--- config.mk ---
export PLATFORM = sky130hd
export DESIGN_NAME = noc_axis_inject_arbiter_flat
export DESIGN_NICKNAME = d
export VERILOG_FILES = /design/src/rtl/noc_axis_inject_arbiter_if.sv /design/src/rtl/noc_axis_inject_arbiter.sv /design/src/flat_wrapper.sv
export SDC_FILE = /design/constraint.sdc
export NUM_CORES = 1
export LEC_CHECK = 0
export BUFFER_PORTS_ARGS = -buffer_cell sky130_fd_sc_hd__buf_2
export CAP_MARGIN = 20
export CORE_AREA = 2 2 139 141
export DETAILED_ROUTE_END_ITERATION = 8
export DIE_AREA = 0 0 141 143
export HOLD_SLACK_MARGIN = 0.02
export PLACE_DENSITY = 0.66
export SLEW_MARGIN = 20
export SYNTH_ARGS = -nofsm -noshare
export SYNTH_HDL_FRONTEND = slang
export SYNTH_SLANG_ARGS = --single-unit
export TNS_END_PERCENT = 1
--- constraint.sdc ---
create_clock -name clk_noc -period 5.1 [get_ports clk_noc]
set_input_delay 1.275 -clock clk_noc [delete_from_list [all_inputs] [get_ports clk_noc]]
set_output_delay 1.275 -clock clk_noc [all_outputs]
set_load 0.05 [all_outputs]
--- src/rtl/noc_axis_inject_arbiter_if.sv ---
// ---------------------------------------------------------------------------
// noc_axis_inject_arbiter_if
// Bundles the signals between the user endpoints and the injection arbiter,
// and between the arbiter and router local port 0.
//   axis_in_tvalid/tready/tdata/tlast/tdest : per-channel AXI-Stream sources
//   data_out/dest_out/is_tail_out/send_out  : flit stream towards the router
//   credit_in                               : one-cycle credit return pulse
// Modports:
//   master : endpoint/router side (drives AXIS inputs and credit_in)
//   slave  : arbiter side (drives tready and the flit outputs)
// ---------------------------------------------------------------------------
interface noc_axis_inject_arbiter_if #(
    parameter int NUM_CHANNELS = 4,
    parameter int TDATA_WIDTH  = 64,
    parameter int TDEST_WIDTH  = 4,
    parameter int TID_WIDTH    = 2,
    parameter int DEST_WIDTH   = TDEST_WIDTH + TID_WIDTH
);
    logic [0:NUM_CHANNELS-1]                  axis_in_tvalid;
    logic [0:NUM_CHANNELS-1]                  axis_in_tready;
    logic [0:NUM_CHANNELS-1][TDATA_WIDTH-1:0] axis_in_tdata;
    logic [0:NUM_CHANNELS-1]                  axis_in_tlast;
    logic [0:NUM_CHANNELS-1][TDEST_WIDTH-1:0] axis_in_tdest;
    logic [TDATA_WIDTH-1:0]                   data_out;
    logic [DEST_WIDTH-1:0]                    dest_out;
    logic                                     is_tail_out;
    logic                                     send_out;
    logic                                     credit_in;

    modport master (
        output axis_in_tvalid, axis_in_tdata, axis_in_tlast, axis_in_tdest, credit_in,
        input  axis_in_tready, data_out, dest_out, is_tail_out, send_out
    );

    modport slave (
        input  axis_in_tvalid, axis_in_tdata, axis_in_tlast, axis_in_tdest, credit_in,
        output axis_in_tready, data_out, dest_out, is_tail_out, send_out
    );
endinterface

--- src/rtl/noc_axis_inject_arbiter.sv ---
// ---------------------------------------------------------------------------
// noc_axis_inject_arbiter
// Merges NUM_CHANNELS AXI-Stream sources into one credit-flow-controlled flit
// stream for router local port 0. Arbitration is packet-granular round robin,
// so flits of different packets never interleave. The winning channel index
// is placed in the TID field of the flit destination.
//
// Ports:
//   clk_noc        : NoC clock, single clock domain
//   rst_noc        : asynchronous active-high reset
//   bus (slave)    : AXIS inputs, flit outputs and credit_in
//   stat_clear     : (NOC_INJECT_STATS_EN only) synchronous counter clear
//   stat_pkt_count : (NOC_INJECT_STATS_EN only) per-channel packet counts
//
// Optional feature macro: NOC_INJECT_STATS_EN adds saturating per-channel
// packet counters.
// ---------------------------------------------------------------------------
module noc_axis_inject_arbiter #(
    parameter int NUM_CHANNELS      = 4,
    parameter int TDATA_WIDTH       = 64,
    parameter int TDEST_WIDTH       = 4,
    parameter int TID_WIDTH         = 2,
    parameter int FLIT_BUFFER_DEPTH = 4,
    parameter int DEST_WIDTH        = TDEST_WIDTH + TID_WIDTH
) (
    input  logic                        clk_noc,
    input  logic                        rst_noc,
`ifdef NOC_INJECT_STATS_EN
    input  logic                        stat_clear,
    output logic [0:NUM_CHANNELS-1][15:0] stat_pkt_count,
`endif
    noc_axis_inject_arbiter_if.slave    bus
);

    localparam int GRANT_W  = $clog2(NUM_CHANNELS);
    localparam int CREDIT_W = $clog2(FLIT_BUFFER_DEPTH + 1);
    localparam logic [CREDIT_W-1:0] CREDIT_MAX = CREDIT_W'(FLIT_BUFFER_DEPTH);

    typedef enum logic {
        ST_IDLE   = 1'b0,
        ST_LOCKED = 1'b1
    } state_t;

    state_t                  r_state;
    state_t                  w_state_nxt;
    logic [GRANT_W-1:0]      r_grant;
    logic [GRANT_W-1:0]      w_grant_nxt;
    logic [GRANT_W-1:0]      r_last_grant;
    logic [GRANT_W-1:0]      w_last_grant_nxt;
    logic [CREDIT_W-1:0]     r_credits;

    logic                    w_arb_found;
    logic [GRANT_W-1:0]      w_arb_grant;
    logic [GRANT_W-1:0]      w_scan_idx;
    logic [0:NUM_CHANNELS-1] w_tready;
    logic                    w_hs;
    logic                    w_pkt_done;
    logic                    w_credit_add;

    logic                    r_send_p1;
    logic [TDATA_WIDTH-1:0]  r_data_p1;
    logic [DEST_WIDTH-1:0]   r_dest_p1;
    logic                    r_tail_p1;

    // Round-robin search: first valid channel starting one above the last
    // packet's winner, wrapping around; the last winner is checked last.
    always_comb begin
        w_arb_found = 1'b0;
        w_arb_grant = r_last_grant;
        w_scan_idx  = r_last_grant;
        for (int i = 1; i <= NUM_CHANNELS; i++) begin
            w_scan_idx = GRANT_W'((int'(r_last_grant) + i) % NUM_CHANNELS);
            if (!w_arb_found && bus.axis_in_tvalid[w_scan_idx]) begin
                w_arb_found = 1'b1;
                w_arb_grant = w_scan_idx;
            end
        end
    end

    // Next-state and ready logic. Ready is only ever offered to the locked
    // channel, and only while a downstream buffer slot is known to be free.
    always_comb begin
        w_state_nxt      = r_state;
        w_grant_nxt      = r_grant;
        w_last_grant_nxt = r_last_grant;
        w_tready         = '0;
        w_hs             = 1'b0;
        w_pkt_done       = 1'b0;
        case (r_state)
            ST_IDLE: begin
                if (w_arb_found) begin
                    w_state_nxt = ST_LOCKED;
                    w_grant_nxt = w_arb_grant;
                end
            end
            ST_LOCKED: begin
                w_tready[r_grant] = (r_credits != '0);
                w_hs              = bus.axis_in_tvalid[r_grant] && w_tready[r_grant];
                w_pkt_done        = w_hs && bus.axis_in_tlast[r_grant];
                if (w_pkt_done) begin
                    w_state_nxt      = ST_IDLE;
                    w_last_grant_nxt = r_grant;
                end
            end
            default: w_state_nxt = ST_IDLE;
        endcase
    end

    assign bus.axis_in_tready = w_tready;

    always_ff @(posedge clk_noc or posedge rst_noc) begin
        if (rst_noc) begin
            r_state      <= ST_IDLE;
            r_grant      <= '0;
            r_last_grant <= GRANT_W'(NUM_CHANNELS - 1);
        end else begin
            r_state      <= w_state_nxt;
            r_grant      <= w_grant_nxt;
            r_last_grant <= w_last_grant_nxt;
        end
    end

    // A credit returned while the counter is already full has no slot to
    // account for; it is dropped rather than wrapping the counter.
    assign w_credit_add = bus.credit_in && (r_credits != CREDIT_MAX);

    always_ff @(posedge clk_noc or posedge rst_noc) begin
        if (rst_noc) begin
            r_credits <= CREDIT_MAX;
        end else if (w_hs && !w_credit_add) begin
            r_credits <= r_credits - CREDIT_W'(1);
        end else if (!w_hs && w_credit_add) begin
            r_credits <= r_credits + CREDIT_W'(1);
        end
    end

    a_credit_overflow: assert property (
        @(posedge clk_noc) disable iff (rst_noc)
        !(bus.credit_in && (r_credits == CREDIT_MAX))
    );

    // ---- stage p0 -> p1: register the accepted flit towards the router ----
    always_ff @(posedge clk_noc or posedge rst_noc) begin
        if (rst_noc) begin
            r_send_p1 <= 1'b0;
            r_data_p1 <= '0;
            r_dest_p1 <= '0;
            r_tail_p1 <= 1'b0;
        end else begin
            r_send_p1 <= w_hs;
            if (w_hs) begin
                r_data_p1 <= bus.axis_in_tdata[r_grant];
                r_dest_p1 <= {TID_WIDTH'(r_grant), bus.axis_in_tdest[r_grant]};
                r_tail_p1 <= bus.axis_in_tlast[r_grant];
            end
        end
    end

    assign bus.send_out    = r_send_p1;
    assign bus.data_out    = r_data_p1;
    assign bus.dest_out    = r_dest_p1;
    assign bus.is_tail_out = r_tail_p1;

`ifdef NOC_INJECT_STATS_EN
    logic [0:NUM_CHANNELS-1][15:0] r_stat_cnt;

    // Clear wins over a same-cycle packet completion.
    always_ff @(posedge clk_noc or posedge rst_noc) begin
        if (rst_noc) begin
            r_stat_cnt <= '0;
        end else begin
            for (int c = 0; c < NUM_CHANNELS; c++) begin
                if (stat_clear) begin
                    r_stat_cnt[c] <= '0;
                end else if (w_pkt_done && (r_grant == GRANT_W'(c)) &&
                             (r_stat_cnt[c] != 16'hFFFF)) begin
                    r_stat_cnt[c] <= r_stat_cnt[c] + 16'd1;
                end
            end
        end
    end

    assign stat_pkt_count = r_stat_cnt;
`endif

endmodule

--- src/flat_wrapper.sv ---
// flat-port wrapper written by rule: the top's interface ports become plain ports
module noc_axis_inject_arbiter_flat 
#(
    parameter int NUM_CHANNELS      = 4,
    parameter int TDATA_WIDTH       = 64,
    parameter int TDEST_WIDTH       = 4,
    parameter int TID_WIDTH         = 2,
    parameter int FLIT_BUFFER_DEPTH = 4,
    parameter int DEST_WIDTH        = TDEST_WIDTH + TID_WIDTH
)
  (clk_noc, rst_noc, bus_axis_in_tvalid, bus_axis_in_tdata, bus_axis_in_tlast, bus_axis_in_tdest, bus_credit_in, bus_axis_in_tready, bus_data_out, bus_dest_out, bus_is_tail_out, bus_send_out);
  noc_axis_inject_arbiter_if #(.NUM_CHANNELS(NUM_CHANNELS), .TDATA_WIDTH(TDATA_WIDTH), .TDEST_WIDTH(TDEST_WIDTH), .TID_WIDTH(TID_WIDTH), .DEST_WIDTH(DEST_WIDTH)) bus_i ();
  input  logic clk_noc;
  input  logic rst_noc;
  input wire logic [$bits(bus_i.axis_in_tvalid)-1:0] bus_axis_in_tvalid;
  input wire logic [$bits(bus_i.axis_in_tdata)-1:0] bus_axis_in_tdata;
  input wire logic [$bits(bus_i.axis_in_tlast)-1:0] bus_axis_in_tlast;
  input wire logic [$bits(bus_i.axis_in_tdest)-1:0] bus_axis_in_tdest;
  input wire logic [$bits(bus_i.credit_in)-1:0] bus_credit_in;
  output wire logic [$bits(bus_i.axis_in_tready)-1:0] bus_axis_in_tready;
  output wire logic [$bits(bus_i.data_out)-1:0] bus_data_out;
  output wire logic [$bits(bus_i.dest_out)-1:0] bus_dest_out;
  output wire logic [$bits(bus_i.is_tail_out)-1:0] bus_is_tail_out;
  output wire logic [$bits(bus_i.send_out)-1:0] bus_send_out;
  assign bus_i.axis_in_tvalid = bus_axis_in_tvalid;
  assign bus_i.axis_in_tdata = bus_axis_in_tdata;
  assign bus_i.axis_in_tlast = bus_axis_in_tlast;
  assign bus_i.axis_in_tdest = bus_axis_in_tdest;
  assign bus_i.credit_in = bus_credit_in;
  assign bus_axis_in_tready = bus_i.axis_in_tready;
  assign bus_data_out = bus_i.data_out;
  assign bus_dest_out = bus_i.dest_out;
  assign bus_is_tail_out = bus_i.is_tail_out;
  assign bus_send_out = bus_i.send_out;
  noc_axis_inject_arbiter #(.NUM_CHANNELS(NUM_CHANNELS), .TDATA_WIDTH(TDATA_WIDTH), .TDEST_WIDTH(TDEST_WIDTH), .TID_WIDTH(TID_WIDTH), .FLIT_BUFFER_DEPTH(FLIT_BUFFER_DEPTH), .DEST_WIDTH(DEST_WIDTH)) u_core (.clk_noc(clk_noc), .rst_noc(rst_noc), .bus(bus_i));
endmodule
==> impl_metrics.tcl <==
set metrics [dict create \
    required_ns 3.83 \
    slew_headroom 0.319 \
    nets 920 \
    placedCellCount 858 \
    io_buffers 358 \
    num_vias 4061 \
    drcViolationCount 0 \
    syn_nets 573 \
    crit_family "flip-flops" \
    hold_ws_ns 0.495 \
    cts_hold_buf 0 \
    synth-main-ff-cell "dfrtp_1" \
    post_cts_resized 0 \
    cp_max_fo 77 \
    ys_types 39 \
    synth_edf_count 0 \
    grt_pass1_wl_um 22000 \
    slew_viol_final 0 \
    numClockSinks 80 \
    rsz0062_at_grt "no" \
    ctsRootBufferMaster "clkbuf_16" \
    timing.final.crit_period_ns 3.25 \
    grt_pass1_vias 4225 \
    worstSetupEndpointType "output pin" \
    place_ws_ns 1.67 \
    critical_path.cell_chain "and3_1 > buf_2" \
    antenna_cells 0 \
    tightestPinTransition_ns 1.02 \
    ys_async_sr_fraction 1.00 \
    maxCapViolations 0 \
    clk_path_buf_depth 2 \
    cts_buffers 9 \
    startpoint_type "register" \
    mostFrequentLayoutCells "buf_2, dfrtp_1, mux2_4, mux4_2, mux4_1" \
    ant_nets 0 \
    min_path_type "register to register" \
    p_per_area_nw_per_um2 749 \
    min_period_over_period 0.638 \
    grt_overflow 0 \
    final-setup-viol-count 0 \
    tritoncts "done" \
    crit_path_top_delay_cell "dfrtp_4" \
    cts_setup_buffers 0 \
    ys_ff_latch 80 \
    vias_per_cell 4.65 \
    fin_worst_skew_ns 0.00822 \
    final_common_cell "buf_2" \
    clock.fmax_ghz 0.307 \
    status "complete, no violations" \
    fin_ws_ns 1.85 \
    routed_wl_um 15100 \
    grt_max_degree 78 \
    gr-usage-all-layers 0.142 \
    clk-insertion-delay-late_ns 0.33 \
    yosysTopAreaCell "dfrtp_1" \
    core_area_um2 18600 \
    fp-row-count 50 \
    place_congestion 0.759 \
    start_util 0.283 \
    instances_no_fill 874 \
    crit_arrival_ns 1.98 \
    antenna_found_initial 0 \
    ioPinCount 359 \
    yosysWarnings 0 \
    ir_drop_mv 0.295 \
    syn_inst 288 \
    hold_viol 0 \
    yosysTopAreaCellShare 0.367 \
    ys_seq_area_frac 0.382 \
    dieArea_um2 20200 \
    finalSetupTns_ns 0 \
    synth_area_leaders "dfrtp_1, mux4_2, mux2_4" \
    max_stage_delay_ns 1.10 \
    dpl.hpwl_um 12300 \
    first_iter_violations 114 \
    p_leak_nw 3.76 \
    area_growth_pct 40.6 \
    reg2reg_setup_slack_ns 1.86 \
    postPlaceCellArea_um2 7090 \
    htreeDepth 3 \
    die_h_um 143 \
    crit_type "register to output pin" \
    crit_buf_inv 1 \
    wl_per_cell_um 17.2 \
    die_w_um 141 \
    firstDrtPassIters 4 \
    fin_area_um2 7390 \
    clk_pin_slew_ns 0.06 \
    synth.avg_cell_area_um2 18.2 \
    synth_area_um2 5250 \
    layout-drive-gt1-share 0.805 \
]
## synthesized netlist by cell type (2+ instances only)
master	count
buf_12	7
nand2_1	4
mux2_4	68
xor2_1	2
a21o_1	2
mux2_2	4
mux4_1	11
dfstp_2	3
nand2b_1	2
nor2_1	3
nand3_1	2
mux4_2	59
dfrtp_1	77
clkbuf_1	6
buf_2	3
inv_1	6
buf_6	7
## state kept, by name, indices dropped and copies added (netlist names)
signal,cells
u_core.bus.dest_out,6
u_core.r_grant,2
u_core.r_state,1
u_core.r_credits,3
u_core.bus.send_out,1
u_core.bus.data_out,64
u_core.r_last_grant,2
u_core.bus.is_tail_out,1
## metrics by stage
step | utilization | total power, mW
2_1_floorplan | - | 4.39
3_3_place_gp | 0.382 | 4.90
3_5_place_dp | 0.382 | 4.96
4_1_cts | 0.398 | 5.62
5_1_grt | 0.398 | 5.84
6_report | 0.398 | 5.53
## path summary, 6_finish.rpt
kind	cells after the start	start	end
worst max-delay path	2	u_core.r_grant[1]	bus_axis_in_tready[0]
worst min register to register	1	u_core.bus.is_tail_out	u_core.bus.is_tail_out
max in group asynchronous	3	rst_noc	u_core.bus.data_out[7]
min in group asynchronous	2	rst_noc	u_core.bus.data_out[34]
worst min-delay path	1	u_core.bus.is_tail_out	u_core.bus.is_tail_out
worst max register to register	4	u_core.r_grant[1]	u_core.bus.data_out[17]
## kinds of logic (layout without fill, tap and decap cells)
kind of cell	count (synthesis)	count (layout)	share of synthesized area
adders and majority gates	2	2	0.00619
muxes	143	143	0.513
AOI/OAI and AO/OA	9	9	0.0138
xor gates and xnor gates	3	3	0.00500
and+or+nand+nor	20	20	0.0238
DFF	80	80	0.382
buffers and inverters	31	383	0.0567
## where the power goes
group / switching (mW) / internal (mW)
Combinational: 1.92 / 1.61
Sequential: 0.361 / 0.996
Clock: 0.258 / 0.380
## layout make-up
class	count	area (µm²)
Clock buffer	11	233
Clock inverter	5	58.8
Fill cell	1764	11200
Inverter	6	23.8
Multi-Input combinational cell	177	2950
Sequential cell	80	2010
Tap cell	234	293
Timing Repair Buffer	361	1810
## per-layer routing
metal | GRT usage | vias to the layer above | share of wire
met5 | 0 | - | 0
met4 | 0.0316 | 0 | 0.0076
met3 | 0.0362 | 5 | 0.076
met2 | 0.269 | 217 | 0.55
met1 | 0.161 | 1975 | 0.36
li1 | - | 1864 | -
Power figures use the tool's default switching activity.
